<file path="config.mk">
export PLATFORM = sky130hd
export DESIGN_NAME = lcd_panel_rx
export DESIGN_NICKNAME = d
export VERILOG_FILES = /design/src/rtl/lcd_panel_rx_pkg.sv /design/src/rtl/spi_byte_rx.sv /design/src/rtl/lcd_panel_rx.sv
export SDC_FILE = /design/constraint.sdc
export NUM_CORES = 1
export LEC_CHECK = 0
export CORE_MARGIN = 2
export CORE_UTILIZATION = 35
export DETAILED_ROUTE_END_ITERATION = 8
export GPL_TIMING_DRIVEN = 0
export HOLD_SLACK_MARGIN = 0.02
export PLACE_DENSITY = 0.63
export SLEW_MARGIN = 20
export SYNTH_ARGS = -nofsm -noshare
export SYNTH_HDL_FRONTEND = slang
export SYNTH_SLANG_ARGS = --single-unit
</file>
<file path="constraint.sdc">
create_clock -name clk -period 8.65 [get_ports clk]
set_input_delay 2.1625 -clock clk [delete_from_list [all_inputs] [get_ports clk]]
set_output_delay 2.1625 -clock clk [all_outputs]
set_load 0.005 [all_outputs]
</file>
<file path="src/rtl/lcd_panel_rx_pkg.sv">
// Shared opcodes, decoder states and pixel format for the panel-link responder.
package lcd_pkg;

    localparam logic [7:0] CMD_SLPIN  = 8'h10;
    localparam logic [7:0] CMD_SLPOUT = 8'h11;
    localparam logic [7:0] CMD_CASET  = 8'h2A;
    localparam logic [7:0] CMD_PASET  = 8'h2B;
    localparam logic [7:0] CMD_RAMWR  = 8'h2C;

    localparam int COLOR_W = 16;

    typedef enum logic [2:0] {
        CMD,
        CASET,
        PASET,
        RAMWR,
        SKIP
    } state_t;

endpackage

</file>
<file path="src/rtl/spi_byte_rx.sv">
// Oversampling byte receiver for the 4-wire panel link: synchronizes the lines,
// shifts sda on scl rising edges while cs is low and emits one pulse per byte.
module spi_byte_rx #(
    parameter int SYNC_STAGES = 2
) (
    input  logic       clk,
    input  logic       reset,
    input  logic       sda,
    input  logic       scl,
    input  logic       cs,
    input  logic       rs,
    output logic       byte_valid,
    output logic [7:0] byte_data,
    output logic       byte_rs
);

    localparam int NS = (SYNC_STAGES < 2) ? 2 : SYNC_STAGES;

    logic [NS-1:0] r_sda_sync;
    logic [NS-1:0] r_scl_sync;
    logic [NS-1:0] r_cs_sync;
    logic [NS-1:0] r_rs_sync;
    logic          r_scl_prev;
    logic [2:0]    r_bit_cnt;
    logic [6:0]    r_shift;

    logic w_sda;
    logic w_scl;
    logic w_cs;
    logic w_rs;
    logic w_scl_rise;

    assign w_sda      = r_sda_sync[NS-1];
    assign w_scl      = r_scl_sync[NS-1];
    assign w_cs       = r_cs_sync[NS-1];
    assign w_rs       = r_rs_sync[NS-1];
    assign w_scl_rise = w_scl & ~r_scl_prev;

    // cs and scl reset to their idle-high level so releasing reset cannot fake an edge
    always_ff @(posedge clk or negedge reset) begin
        if (!reset) begin
            r_sda_sync <= '0;
            r_scl_sync <= '1;
            r_cs_sync  <= '1;
            r_rs_sync  <= '0;
            r_scl_prev <= 1'b1;
        end else begin
            r_sda_sync <= {r_sda_sync[NS-2:0], sda};
            r_scl_sync <= {r_scl_sync[NS-2:0], scl};
            r_cs_sync  <= {r_cs_sync[NS-2:0], cs};
            r_rs_sync  <= {r_rs_sync[NS-2:0], rs};
            r_scl_prev <= w_scl;
        end
    end

    always_ff @(posedge clk or negedge reset) begin
        if (!reset) begin
            r_bit_cnt  <= 3'd0;
            r_shift    <= 7'd0;
            byte_valid <= 1'b0;
            byte_data  <= 8'd0;
            byte_rs    <= 1'b0;
        end else begin
            byte_valid <= 1'b0;
            if (w_cs) begin
                r_bit_cnt <= 3'd0;
            end else if (w_scl_rise) begin
                r_shift   <= {r_shift[5:0], w_sda};
                r_bit_cnt <= r_bit_cnt + 3'd1;
                if (r_bit_cnt == 3'd7) begin
                    byte_valid <= 1'b1;
                    byte_data  <= {r_shift, w_sda};
                    byte_rs    <= w_rs;
                end
            end
        end
    end

endmodule

</file>
<file path="src/rtl/lcd_panel_rx.sv">
// Panel-link responder: decodes controller commands and turns RAMWR data into
// RGB565 pixel writes with window-relative (x, y) coordinates.
module lcd_panel_rx
    import lcd_pkg::*;
#(
    parameter int WIDTH       = 320,
    parameter int HEIGHT      = 240,
    parameter int SYNC_STAGES = 2
) (
    input  logic                      clk,
    input  logic                      reset,
    input  logic                      sda,
    input  logic                      scl,
    input  logic                      cs,
    input  logic                      rs,
    output logic                      byte_valid,
    output logic [7:0]                byte_data,
    output logic                      byte_rs,
    output logic                      pix_valid,
    output logic [$clog2(WIDTH)-1:0]  pix_x,
    output logic [$clog2(HEIGHT)-1:0] pix_y,
    output logic [COLOR_W-1:0]        pix_color,
    output logic                      frame_start,
    output logic                      awake,
    output logic                      err
);

    localparam int XW = $clog2(WIDTH);
    localparam int YW = $clog2(HEIGHT);
    localparam logic [15:0]   W16    = 16'(WIDTH);
    localparam logic [15:0]   H16    = 16'(HEIGHT);
    localparam logic [XW-1:0] X_LAST = XW'(WIDTH - 1);
    localparam logic [YW-1:0] Y_LAST = YW'(HEIGHT - 1);

    state_t        r_state;
    state_t        w_state_nxt;
    logic [XW-1:0] r_sc;
    logic [XW-1:0] r_ec;
    logic [YW-1:0] r_sp;
    logic [YW-1:0] r_ep;
    logic [XW-1:0] r_x;
    logic [YW-1:0] r_y;
    logic          r_phase_lo;
    logic [7:0]    r_hi;
    logic [23:0]   r_param;
    logic [1:0]    r_pidx;

    logic          w_cmd_evt;
    logic          w_data_evt;
    logic          w_win_state;
    logic          w_last_param;
    logic [31:0]   w_param;
    logic [15:0]   w_start;
    logic [15:0]   w_end;
    logic [15:0]   w_limit;
    logic          w_in_range;

    spi_byte_rx #(
        .SYNC_STAGES(SYNC_STAGES)
    ) u_spi (
        .clk       (clk),
        .reset     (reset),
        .sda       (sda),
        .scl       (scl),
        .cs        (cs),
        .rs        (rs),
        .byte_valid(byte_valid),
        .byte_data (byte_data),
        .byte_rs   (byte_rs)
    );

    assign w_cmd_evt    = byte_valid & ~byte_rs;
    assign w_data_evt   = byte_valid & byte_rs;
    assign w_win_state  = (r_state == CASET) || (r_state == PASET);
    assign w_last_param = w_data_evt && w_win_state && (r_pidx == 2'd3);
    assign w_param      = {r_param, byte_data};
    assign w_start      = w_param[31:16];
    assign w_end        = w_param[15:0];
    assign w_limit      = (r_state == CASET) ? W16 : H16;
    assign w_in_range   = (w_start <= w_end) && (w_end < w_limit);

    always_ff @(posedge clk or negedge reset) begin
        if (!reset) begin
            r_state <= CMD;
        end else begin
            r_state <= w_state_nxt;
        end
    end

    // A command byte always restarts decoding, whatever state was active
    always_comb begin
        w_state_nxt = r_state;
        if (w_cmd_evt) begin
            case (byte_data)
                CMD_CASET:             w_state_nxt = CASET;
                CMD_PASET:             w_state_nxt = PASET;
                CMD_RAMWR:             w_state_nxt = RAMWR;
                CMD_SLPIN, CMD_SLPOUT: w_state_nxt = CMD;
                default:               w_state_nxt = SKIP;
            endcase
        end else if (w_last_param) begin
            w_state_nxt = CMD;
        end
    end

    always_ff @(posedge clk or negedge reset) begin
        if (!reset) begin
            r_sc        <= '0;
            r_ec        <= X_LAST;
            r_sp        <= '0;
            r_ep        <= Y_LAST;
            r_x         <= '0;
            r_y         <= '0;
            r_phase_lo  <= 1'b0;
            r_hi        <= 8'd0;
            r_param     <= 24'd0;
            r_pidx      <= 2'd0;
            pix_valid   <= 1'b0;
            pix_x       <= '0;
            pix_y       <= '0;
            pix_color   <= '0;
            frame_start <= 1'b0;
            awake       <= 1'b0;
            err         <= 1'b0;
        end else begin
            pix_valid   <= 1'b0;
            frame_start <= 1'b0;
            err         <= 1'b0;
            if (w_cmd_evt) begin
                r_pidx     <= 2'd0;
                r_phase_lo <= 1'b0;
                case (byte_data)
                    CMD_RAMWR: begin
                        r_x         <= r_sc;
                        r_y         <= r_sp;
                        frame_start <= 1'b1;
                    end
                    CMD_SLPOUT: awake <= 1'b1;
                    CMD_SLPIN:  awake <= 1'b0;
                    default: ;
                endcase
            end else if (w_data_evt) begin
                case (r_state)
                    CASET, PASET: begin
                        r_param <= {r_param[15:0], byte_data};
                        r_pidx  <= r_pidx + 2'd1;
                        if (r_pidx == 2'd3) begin
                            if (!w_in_range) begin
                                err <= 1'b1;
                            end else if (r_state == CASET) begin
                                r_sc <= w_start[XW-1:0];
                                r_ec <= w_end[XW-1:0];
                            end else begin
                                r_sp <= w_start[YW-1:0];
                                r_ep <= w_end[YW-1:0];
                            end
                        end
                    end
                    RAMWR: begin
                        if (!r_phase_lo) begin
                            r_hi       <= byte_data;
                            r_phase_lo <= 1'b1;
                        end else begin
                            r_phase_lo <= 1'b0;
                            pix_valid  <= 1'b1;
                            pix_x      <= r_x;
                            pix_y      <= r_y;
                            pix_color  <= {r_hi, byte_data};
                            // Raster advance inside the window, wrapping to the top-left corner
                            if (r_x == r_ec) begin
                                r_x <= r_sc;
                                r_y <= (r_y == r_ep) ? r_sp : r_y + YW'(1);
                            end else begin
                                r_x <= r_x + XW'(1);
                            end
                        end
                    end
                    default: ;
                endcase
            end
        end
    end

endmodule

</file>
* Yosys cells after proc, flatten, opt, wreduce, memory -nomap -nowiden
Cells that the tools add are included.
** Cells by class
- $add $sub $neg :: 4
- $lt $le $gt $ge :: 2
- Equality and inequality tests :: 13
- Mux-type cells :: 41
- Bitwise logic cells :: 9
- Reduce and logical (&&, ||, !) cells :: 26
** Operators with widths (count)
- $mux W9 :: 7
- $mux W8 :: 7
- $eq A8 B6 Y1 const B :: 3
- $mux W1 :: 18
- $eq A8 B5 Y1 const B :: 2
- $le A16 B16 Y1 :: 1
- $lt A16 B9 Y1 :: 1
- $reduce_bool A2 Y1 :: 8
- $mux W3 :: 4
- $pmux W3 S4 :: 1
- $reduce_and A4 Y1 :: 3
- $reduce_and A6 Y1 :: 2
- $add A9 B1 Y9 const B :: 1
- $eq A9 B9 Y1 :: 1
- $add A8 B1 Y8 const B :: 1
- $eq A8 B8 Y1 :: 1
- $reduce_and A2 Y1 :: 4
- $eq A3 B2 Y1 const B :: 2
- $mux W2 :: 3
- $not A1 Y1 :: 6
- $reduce_and A3 Y1 :: 2
- $reduce_and A5 Y1 :: 1
- $reduce_or A2 Y1 :: 2
- $add A3 B1 Y3 const B :: 1
- other kinds (9) :: 13
** Storage, ports and cells
- Flip-flop bits (word level) :: 155
- Input port bits :: 6
- Output and inout port bits :: 47
- Logic and storage cells :: 123

* Longest topological paths before layout
- Depth after elaboration :: 9
- Depth in mapped cells :: 10
- Depth with buffers taken out :: 8

* By module
Synthesis repeated with hierarchy kept, for this count alone.
** Unflattened totals
- Cell total of the unflattened synthesis :: 560
- Area, all modules :: 7044.3 um^2
** Modules (own cells, without submodules)
- lcd_panel_rx :: instances 1, cells each 503, area an instance 5979.5 um^2, seq. area each 3170.5 um^2
- spi_byte_rx :: instances 1, cells each 57, area an instance 1064.8 um^2, seq. area each 732.0 um^2

* Least setup slack after synthesis
OpenSTA, ideal clock, no wires.
- Kind :: flip-flop to flip-flop
- Start :: register r_state[2]
- End :: register r_ec[6]
- Setup time :: 0.125 ns
- Data arrival time :: 2.787 ns
- Data required time :: 8.525 ns
- Setup slack :: 5.738 ns
- Cell stages (with the launch flop) :: 8
- Path buffers :: 1
- Period minus slack after synthesis :: 2.912 ns
- Cell sequence :: dfrtp_1 > or3b_2 > ha_1 > or4_4 > a2111oi_4 > o211ai_4 > buf_6 > mux2_4
** On the way
- Longest elaborated chain between the ends :: 5
- Elaborated cells on any way between the ends :: 7
- Those cells by class :: order compare: 1; eq/ne: 2; mux: 1; reduce/logical: 3
** RTL lines
- start, declared :: line lcd_panel_rx.sv:35 : state_t r_state;
- start signal, assigned :: line lcd_panel_rx.sv:86 : r_state <= w_state_nxt;
- $eq A3 B1 Y1 :: line lcd_panel_rx.sv:79, lcd_panel_rx.sv:143, lcd_panel_rx.sv:150
- $mux W9 :: line lcd_panel_rx.sv:79 : assign w_limit = (r_state == CASET) ? W16 : H16;
- $lt A16 B9 Y1 :: line lcd_panel_rx.sv:80 : assign w_in_range = (w_start <= w_end) && (w_end < w_limit);
- $logic_and A1 B1 Y1 :: line lcd_panel_rx.sv:80
- $reduce_and A6 Y1 (no source line) *
- end signal, assigned :: line lcd_panel_rx.sv:152 : r_ec <= w_end[XW-1:0];
- end, declared :: line lcd_panel_rx.sv:38 : logic [XW-1:0] r_ec;
Every way passes the cells marked *; elsewhere a longest branch is shown, timed or not.
A chain may end at the register's enable or synchronous reset.

* Worst setup path in the final report
- Start :: register u_spi.byte_data[4]
- End :: output byte_data[4]
** RTL lines
- start, declared :: line spi_byte_rx.sv:13 : output logic [7:0] byte_data,
- start signal, assigned :: line spi_byte_rx.sv:72 : byte_data <= {r_shift, w_sda};
- end, declared :: line lcd_panel_rx.sv:17 : output logic [7:0] byte_data,
No word-level cell between the ends.

==> run summary <==
Status: complete, no violations
Final setup fails: 0
CP cell instances: clkdlybuf4s50_1
Worst hold path depth: 0
Critical path's largest stage delay: 0.67 ns
Commonest non-fill, non-tap cell in the layout: dfrtp_1
Yosys warns: 0
Rel. slew slack: 0.354
Avg Cell Area, Syn: 12.3 um2
Io pins: 53
Pin count of the biggest net entering global routing: 83
EDFF count, synth: 0
Reg2Reg Setup Slack: 5.43 ns
Buffers plus inverters on the worst setup path: 1
Syn nets: 598
Final Total Pwr: 1.55 mW
Final hold viol count: 0
Leak Pwr: 3.97 nW
DP Worst Slack: 5.23 ns
Global Route Usage Sum: 0.156
Cts bufs inserted: 17
CORE AREA: 19500 um2
Sequential cell area fraction in the yosys report: 0.560
DRC: 0
Final wirelength: 15.8 mm
Initial antenna violation count: 0
Max cap viols: 0
Post-CTS setup buffer count: 0
Final Critical Period: 3.86 ns
Die width: 145 um
Worst R2R Start: u_spi.byte_data[1]
Yosys cell types: 49
Area of the multi-input gates: 2870 um2
Ant. Diodes: 0
Fillcell total: 1809
Layout Area Growth over Synthesis: 21.5%
Achievable Freq: 0.259 GHz
R2R depth: 10
CP max-delay cell: dfrtp_1
Clk_lat worst skew: 0.42 ns
Mapped Cells: 568
GRT Residual Overflow: 0
Root buf cell: clkbuf_16
Crit start category: register
Cell Area, Synth: 6970 um2
First-pass GRT wire length: 25.8 mm
IO buf count: 52
Vias in the first global route: 4828
DRT Pass-1 Iters: 4
Most frequent cells in the layout: dfrtp_1 (136), mux2_2 (83), nand2_1 (54)
Hpwl dp: 10.9 mm
Sink Count: 155
Delay-heaviest family, CP: flip-flops
Cts hold-fix bufs: 0
Final nets: 670
Worst Setup Path Type: register to primary output
Post-CTS sizing: 0
CTS tree: yes
Clk slew on worst S/H paths: 0.06 ns
HP Start: u_spi.r_rs_sync[0]
Fraction of layout cells with a size suffix above 1: 0.254
Worst Hold End: u_spi.r_rs_sync[1]
DR vias/cell: 5.10
Pwr/cell area: 183 nW/um2
CP endpoint kind: primary output
Post-DR wirelength/cell: 17.2 um
Min-delay worst type: register to register
Starting Density: 0.357
Arrival @ worst endpoint: 1.70 ns
H-Tree Depth: 4
RSZ-0062 raised after global routing: false
Setup skew after layout: 0.00746 ns
DIE HEIGHT: 145 um
Peak supply drop: 162 uV
Worst-path fanout max: 9
RR Endpoint: r_sc[1]
Slew @ Worst Pin: 0.966 ns
Post-route ant nets: 0
Sequential Area: 3900 um2
Setup ws final: 4.79 ns
Synthesized flop and latch total: 155
Die area: 21100 um2
Fin crit share: 0.447
Num rows: 51
Slew Viols, Final: 0
RD Place Congestion: 0.869
Ys async rst share: 1.00
Hold slack final: 0.347 ns
Dominant synthesized flop cell: dfrtp_1
Routed vias: 4678
Initial DRC Count: 385
CP required: 6.49 ns
Longest Clk Path Bufs: 2
worst reg2reg max path: cells and delay by family (launching register included):
kind	cells	cell delay, ns
buffers and inverters	3	0.95
DFF	1	0.37
adders and majority gates	1	0.36
AOI/OAI and AO/OA	4	0.97
muxes	1	0.31
and+or+nand+nor	1	0.13
cell families after synthesis:
| kind of cell | count (synthesis) | share of synthesized area |
|---|---|---|
| flip-flops | 155 | 0.560 |
| AO/OA/AOI/OAI | 91 | 0.0852 |
| multiplexers | 102 | 0.168 |
| buffers and inverters | 47 | 0.0283 |
| AND/OR/NAND/NOR | 126 | 0.0863 |
| XOR/XNOR | 23 | 0.0289 |
| adder cells (fa/ha/maj) | 24 | 0.0431 |
per-layer routing:
metal | vias to the layer above | track usage | wire (um)
li1 | 2153 | - | -
met1 | 2367 | 0.208 | 7300
met2 | 135 | 0.250 | 7610
met3 | 23 | 0.0368 | 620
met4 | 0 | 0.0515 | 233
met5 | - | 0 | 0
where the power goes:
| group | leakage, nW | total (mW) | switching (mW) | internal, mW |
|---|---|---|---|---|
| sequential | 2.08 | 0.753 | 0.0107 | 0.743 |
| clock | 0.299 | 0.763 | 0.287 | 0.475 |
| combinational | 1.59 | 0.0336 | 0.0188 | 0.0149 |
| total | 3.97 | 1.55 | 0.317 | 1.23 |
Yosys cell counts (all sizes together) (12+ instances only):
master	number	area [um2]
ha	24	300
xnor2	12	105
nor2	22	82.6
dfstp	19	499
o21ai	35	175
clkbuf	19	71.3
nand2	54	203
dfrtp	136	3400
inv	20	75.1
mux2	93	1080
a21oi	28	140
worst max-delay path by stage:
stage | startpoint | endpoint | slack (ns) | cells after the start
after floorplan | r_state[2] | r_ec[6] | 5.74 | 7
after global placement | reset | pix_y[3] | -0.54 | 1
after detailed placement | u_spi.byte_data[5] | byte_data[5] | 5.23 | 1
after CTS | u_spi.byte_data[5] | byte_data[5] | 4.76 | 1
after global routing | u_spi.byte_data[5] | byte_data[5] | 4.75 | 1
final | u_spi.byte_data[4] | byte_data[4] | 4.79 | 1
through the flow:
step | instance area, um2 | setup TNS, ns | cells | utilization
2_1_floorplan | 6970 | 0 | 568 | -
3_3_place_gp | 7830 | -71.32 | 885 | 0.401
3_5_place_dp | 7860 | 0 | 886 | 0.402
4_1_cts | 8470 | 0 | 918 | 0.434
5_1_grt | 8470 | 0 | 918 | 0.434
6_report | 8470 | 0 | 918 | 0.434
registers in the layout, indices dropped and copies added, names as in the netlist, 7 cells and up:
name	cells
u_spi.r_shift	7
pix_x	9
r_sp	8
r_ec	9
pix_y	8
r_ep	8
pix_color	16
u_spi.byte_data	8
r_x	9
r_sc	9
r_y	8
r_param	24
r_hi	8
final cells by class:
class                           instances  share of cell area
Tap cell                              265              0.0391
Timing Repair Buffer                   53              0.0653
Buffer                                 27              0.0145
Clock buffer                           21              0.0555
Clock inverter                         11              0.0168
Sequential cell                       155               0.461
Inverter                               20             0.00886
Multi-Input combinational cell        366               0.339
No activity file was read; power rests on OpenSTA's default activity.
